$ cat src/rtl/shblk_sbox_sequencer.sv
// Purpose : feeds one shared pipelined masked S-box byte by byte from a block-based masked state.
// Latency : accept in cycle T, out_valid in cycle T+NBYTES+SBOX_LAT+1; one state in flight at a time.
// Backpr. : in_ready only in IDLE; S-box issue never stalls; out_ready is only sampled in DONE.
//
// Ports:
//   clk, rst          clock, synchronous active-high reset
//   in_valid/in_ready input handshake; in_state is block-based (share j at [8*NBYTES*j +: 8*NBYTES])
//   sb_in/sb_in_valid bit-based byte to the S-box (bit b of share j at index d*b+j), zero when idle
//   sb_out            bit-based S-box result, SBOX_LAT cycles after the matching sb_in
//   out_valid/out_ready/out_state  result handshake, block-based like in_state
//   busy              high whenever the FSM is not IDLE
//
// Build option: define SHBLK_SEQ_CLEAR_EN to zero the captured input and the result on DONE->IDLE.

module shblk_sbox_sequencer #(
  parameter int d        = 2,
  parameter int NBYTES   = 16,
  parameter int SBOX_LAT = 4
) (
  input  logic                    clk,
  input  logic                    rst,
  input  logic                    in_valid,
  output logic                    in_ready,
  input  logic [d*8*NBYTES-1:0]   in_state,
  output logic [d*8-1:0]          sb_in,
  output logic                    sb_in_valid,
  input  logic [d*8-1:0]          sb_out,
  output logic                    out_valid,
  input  logic                    out_ready,
  output logic [d*8*NBYTES-1:0]   out_state,
  output logic                    busy
);

  localparam int SW = 8 * NBYTES;             // bits per share
  localparam int TW = d * SW;                 // bits per full state
  localparam int CW = (NBYTES > 1) ? $clog2(NBYTES) : 1;
  localparam logic [CW-1:0] LAST = CW'(NBYTES - 1);

  typedef enum logic [1:0] {
    IDLE  = 2'd0,
    ISSUE = 2'd1,
    DRAIN = 2'd2,
    DONE  = 2'd3
  } st_t;

  st_t st, st_nxt;

  logic [TW-1:0]       state_q;   // captured input state
  logic [TW-1:0]       res_q;     // substituted state, filled one byte per capture
  logic [CW-1:0]       icnt;      // next byte to issue
  logic [CW-1:0]       ccnt;      // next byte to capture
  logic [SBOX_LAT-1:0] vsr;       // one bit per S-box pipeline stage, set for live bytes

  logic                cap;       // sb_out carries a live byte this cycle
  logic [7:0]          ibyte;
  logic [7:0]          cbyte;
  logic [TW-1:0]       cap_ins;
  logic [TW-1:0]       cap_mask;

  // The top stage of vsr lines up with the byte the S-box is presenting now.
  // Gating with the FSM state keeps anything from being captured in IDLE/DONE.
  assign cap = vsr[SBOX_LAT-1] && ((st == ISSUE) || (st == DRAIN));

  assign out_state = res_q;

  // ------------------------------------------------------------------
  // FSM state register
  // ------------------------------------------------------------------
  always_ff @(posedge clk) begin
    if (rst) begin
      st <= IDLE;
    end else begin
      st <= st_nxt;
    end
  end

  // ------------------------------------------------------------------
  // FSM next state and control outputs
  // ------------------------------------------------------------------
  always_comb begin
    st_nxt      = st;
    in_ready    = 1'b0;
    out_valid   = 1'b0;
    sb_in_valid = 1'b0;
    busy        = 1'b1;
    case (st)
      IDLE: begin
        in_ready = 1'b1;
        busy     = 1'b0;
        if (in_valid) begin
          st_nxt = ISSUE;
        end
      end
      ISSUE: begin
        sb_in_valid = 1'b1;
        // The last byte can never be captured while still issuing, since
        // capture trails issue by at least one cycle; only DRAIN ends capture.
        if (icnt == LAST) begin
          st_nxt = DRAIN;
        end
      end
      DRAIN: begin
        if (cap && (ccnt == LAST)) begin
          st_nxt = DONE;
        end
      end
      DONE: begin
        out_valid = 1'b1;
        if (out_ready) begin
          st_nxt = IDLE;
        end
      end
      default: begin
        st_nxt = IDLE;
      end
    endcase
  end

  // ------------------------------------------------------------------
  // Block-to-bit conversion of the byte being issued. Byte selection uses
  // shifts so the variable counter never appears as a part-select index.
  // Outside ISSUE the bus is forced to zero so no share bits leak.
  // ------------------------------------------------------------------
  always_comb begin
    sb_in = '0;
    ibyte = '0;
    if (st == ISSUE) begin
      for (int j = 0; j < d; j++) begin
        ibyte = 8'(state_q >> (SW * j + 8 * int'(icnt)));
        for (int b = 0; b < 8; b++) begin
          sb_in[d*b+j] = ibyte[b];
        end
      end
    end
  end

  // ------------------------------------------------------------------
  // Bit-to-block conversion of the returning byte into result slot ccnt,
  // expressed as an insert value plus a keep-mask over the whole state.
  // ------------------------------------------------------------------
  always_comb begin
    cap_ins  = '0;
    cap_mask = '0;
    cbyte    = '0;
    for (int j = 0; j < d; j++) begin
      for (int b = 0; b < 8; b++) begin
        cbyte[b] = sb_out[d*b+j];
      end
      cap_ins  = cap_ins  | (TW'(cbyte) << (SW * j + 8 * int'(ccnt)));
      cap_mask = cap_mask | (TW'(8'hFF) << (SW * j + 8 * int'(ccnt)));
    end
  end

  // ------------------------------------------------------------------
  // Datapath: state capture, counters, in-flight tracking, result capture
  // ------------------------------------------------------------------
  always_ff @(posedge clk) begin
    if (rst) begin
      state_q <= '0;
      res_q   <= '0;
      icnt    <= '0;
      ccnt    <= '0;
      vsr     <= '0;
    end else begin
      // In-flight tracking follows the S-box pipeline one stage per cycle.
      vsr[0] <= sb_in_valid;
      for (int k = 1; k < SBOX_LAT; k++) begin
        vsr[k] <= vsr[k-1];
      end

      case (st)
        IDLE: begin
          if (in_valid) begin
            state_q <= in_state;
            icnt    <= '0;
            ccnt    <= '0;
          end
        end
        ISSUE: begin
          // Hold at the last index instead of wrapping.
          if (icnt != LAST) begin
            icnt <= icnt + 1'b1;
          end
        end
        DONE: begin
`ifdef SHBLK_SEQ_CLEAR_EN
          if (out_ready) begin
            state_q <= '0;
            res_q   <= '0;
          end
`endif
        end
        default: begin
        end
      endcase

      if (cap) begin
        res_q <= (res_q & ~cap_mask) | cap_ins;
        if (ccnt != LAST) begin
          ccnt <= ccnt + 1'b1;
        end
      end
    end
  end

endmodule
$ cat config.mk
export PLATFORM = sky130hd
export DESIGN_NAME = shblk_sbox_sequencer
export DESIGN_NICKNAME = d
export VERILOG_FILES = /design/src/rtl/shblk_sbox_sequencer.sv
export SDC_FILE = /design/constraint.sdc
export NUM_CORES = 1
export LEC_CHECK = 0
export CAP_MARGIN = 25
export CORE_AREA = 2 2 216 218
export CTS_CLUSTER_SIZE = 16
export DETAILED_ROUTE_END_ITERATION = 12
export DIE_AREA = 0 0 218 220
export GPL_TIMING_DRIVEN = 0
export PLACE_DENSITY_LB_ADDON = 0.15
export SLEW_MARGIN = 20
export SYNTH_ARGS = -nofsm -noshare
export SYNTH_HDL_FRONTEND = slang
export SYNTH_SLANG_ARGS = --single-unit
export TNS_END_PERCENT = 1
$ cat constraint.sdc
create_clock -name clk -period 2.93 [get_ports clk]
set_input_delay 0.293 -clock clk [delete_from_list [all_inputs] [get_ports clk]]
set_output_delay 0.293 -clock clk [all_outputs]
set_load 0.05 [all_outputs]
==> out/qor.yml <==
status:
  status: "finished, violations left"
  violations: "negative setup slack"
yosys:
  yosys_warnings: 0
  syn_area_um2: 20790
  yosysTopAreaCellShare_pct: 50.65
  synth.most_common_cell: "nand2_1"
  synth_ff_type: "dfxtp_1"
  syn_avg_cell_area_um2: 8.775
  yosysTopAreaCell: "dfxtp_1"
  async_flop_share_pct: 0
  ys_types: 40
  synth_nets: 2656
  synth_edf_count: 0
  ys_ff_latch: 526
  synth-seq-area-share_pct: 50.65
  synthTopCellsByArea: "dfxtp_1 51%, a22oi_1 11%, nand2_1 9.6%"
  syn_inst: 2369
  synthTopCellsByCount: "533 x nand2_1, 526 x dfxtp_1, 300 x a22oi_1"
cts:
  h-tree-depth: 2
  clock-sinks: 526
  cts_tree: "yes"
  ctsHoldBuffers: 0
  root_buffer: "clkbuf_16"
  path_clk_slew_ns: 0.06
  clock_latency_ns: 0.63
  cts_max_path_buffers: 3
  cts-buffers-inserted: 55
placement:
  io_buffers: 550
  globalplace.congestion: 0.9210
  place_hpwl_mm: 63.24
  dp_slack_ns: -0.1168
routing:
  drt-total-wl_mm: 82.50
  drc: 0
  viasPerCell: 5.538
  ant_nets: 0
  first_pass_iters: 5
  vias: 20120
  drtIter0Drc: 1596
  wl_per_cell_um: 22.70
power:
  power_leakage_nw: 10.50
  power_density_nw_per_um2: 695.0
  irDropWorstVdd_mv: 0.4169
floorplan:
  std_cell_rows: 79
  die_width_um: 218
  io-pin-count: 552
  initial_utilization_pct: 45.33
  die_area_um2: 47960
  coreArea_um2: 45860
  dieHeight_um: 220
worst_hold_path:
  hp-class: "input port to flop"
  holdCritStartpoint: "in_state[250]"
  min_to: "state_q[250]$_SDFFE_PP0P_"
  hold_depth: 3
sta:
  maxSlewHeadroom_pct: 47.90
  final_hold_viol_count: 0
  fin_skew_ns: 0.02768
  setup_viol: 1
  maxSlewViolCount: 0
  fmax_mhz: 341.1
  layout_min_cycle_time_ns: 2.932
  worst_slack_ns: -0.001749
  worst_slew_pin_slew_ns: 0.7815
  grt_setup_unrepaired: "yes"
  period_share_pct: 100.1
critical_path:
  path_class: "flop to primary output"
  end_kind: "primary output"
  reg2reg_to: "out_state[195]$_SDFFE_PP0P_"
  reg2reg_depth: 7
  required_ns: 2.64
  rrSetupSlack_ns: 0.33
  start_kind: "flop"
  arrival_ns: 2.64
  rr_startpoint: "ccnt[0]$_SDFF_PP0_"
  cp_max_fo: 10
global_routing:
  grt_max_degree: 15
  antenna_found_initial: 7
  grt.overflow.total: 0
  grt_usage_pct: 33.25
  grt_pass1_wl_mm: 119.8
  grt_pass1_vias: 19730
layout:
  register_area_um2: 10530
  final_net_count: 3263
  layout-drive-gt1-share_pct: 9.692
  fin_util_pct: 63.43
  multi_input_area_um2: 9062
  area.growth.synth_to_final_pct: 39.94
  nFillCells: 3916
flow_run:
  cap_violations: 0
-- report_power, final --
group | switching [mW] | internal [mW]
clock | 3.04 | 4.61
combinational | 2.70 | 1.66
sequential | 0.384 | 7.82
total | 6.13 | 14.1
-- flip-flops by register name (all words and copies together) (netlist names) --
signal,flops
icnt,4
out_state,256
state_q,256
vsr,4
st,2
ccnt,4
-- cell usage in the layout, fill, tap and decap left out, drive strengths merged, types with 14 or more instances in the layout --
master,synthesis,final
nand3,35,35
clkdlybuf4s50,0,534
dfxtp,526,526
mux4,29,29
and2,25,25
nor2,267,267
nor2b,24,24
clkbuf,117,200
nand2,533,533
mux2i,75,75
a21oi,258,258
buf,112,121
clkinv,0,14
a22oi,301,301
-- area by class of cell --
cell class | count | area share, %
multi-input combinational | 1605 | 31.15
clock inverter | 27 | 1.320
inverter | 9 | 0.1161
clock buffer | 77 | 5.501
tap | 607 | 2.611
buffer | 229 | 4.344
sequential | 526 | 36.20
antenna | 4 | 0.03441
timing repair buffer | 550 | 18.72
-- per-stage QoR --
| stage | area, um^2 | hold slack, ns | cells | TNS [ns] | power, mW |
|---|---|---|---|---|---|
| 6_report | 29090 | 0.2267 | 3634 | -0.001749 | 20.22 |
| 5_1_grt | 29090 | 0.2230 | 3632 | -0.07742 | 20.98 |
| 4_1_cts | 29090 | 0.2040 | 3630 | -0.5079 | 20.21 |
| 3_5_place_dp | 27050 | 0.4242 | 3526 | -0.6463 | 12.63 |
| 3_3_place_gp | 27050 | 0.4209 | 3526 | -0.4847 | 12.52 |
| 2_1_floorplan | 20790 | 0.4138 | 2369 | 0 | 11.02 |
-- routing by layer --
metal  global-route usage (%)  wire (um)  vias to the layer above
met2                    57.79      40450                      877
li1                         -          -                     9340
met5                        0         36                        -
met1                    37.48      30380                     9699
met4                    15.85       3831                        6
met3                    9.538       7805                      202
-- logic make-up (layout without fill, tap and decap cells) --
family / count (synthesis) / in the layout / synth area share [%]
AOI/OAI and AO/OA: 582 / 582 / 18.24
adders and majority gates: 11 / 11 / 0.6620
buffers and inverters: 238 / 892 / 6.043
DFF: 526 / 526 / 50.65
muxes: 106 / 106 / 6.861
other: 0 / 4 / 0
and+or+nand+nor: 906 / 906 / 17.54
-- critical path: stages, from the launching register on --
cell and delay [ns]:
dfxtp_1 0.42, buf_8 0.21, buf_8 0.20, mux2i_1 0.13, a22oi_2 0.31, a22oi_1 0.14
o211ai_2 0.20, clkdlybuf4s15_2 0.41
-- how the worst max path moves through the flow --
stage	startpoint	endpoint	slack, ns	cells past startpoint
3_5_place_dp	st[1]$_SDFFE_PP0P_	sb_in[3]	-0.12	8
3_3_place_gp	st[1]$_SDFFE_PP0P_	sb_in[3]	-0.1	8
4_1_cts	icnt[1]$_SDFFE_PP0P_	sb_in[15]	-0.08	6
2_1_floorplan	st[1]$_SDFFE_PP0P_	sb_in[6]	0.23	5
6_report	icnt[0]$_SDFFE_PP0P_	sb_in[7]	-0.002	7
5_1_grt	icnt[0]$_SDFFE_PP0P_	sb_in[7]	-0.08	6
-- timing repair --
item / 4_1_cts / 5_1_grt
resized for setup: 88 / 33
setup buffers: 0 / 0
endpoints found under the setup margin: 16 / 15
pin swaps: 0 / 0
(Power assumes the default switching activity.)
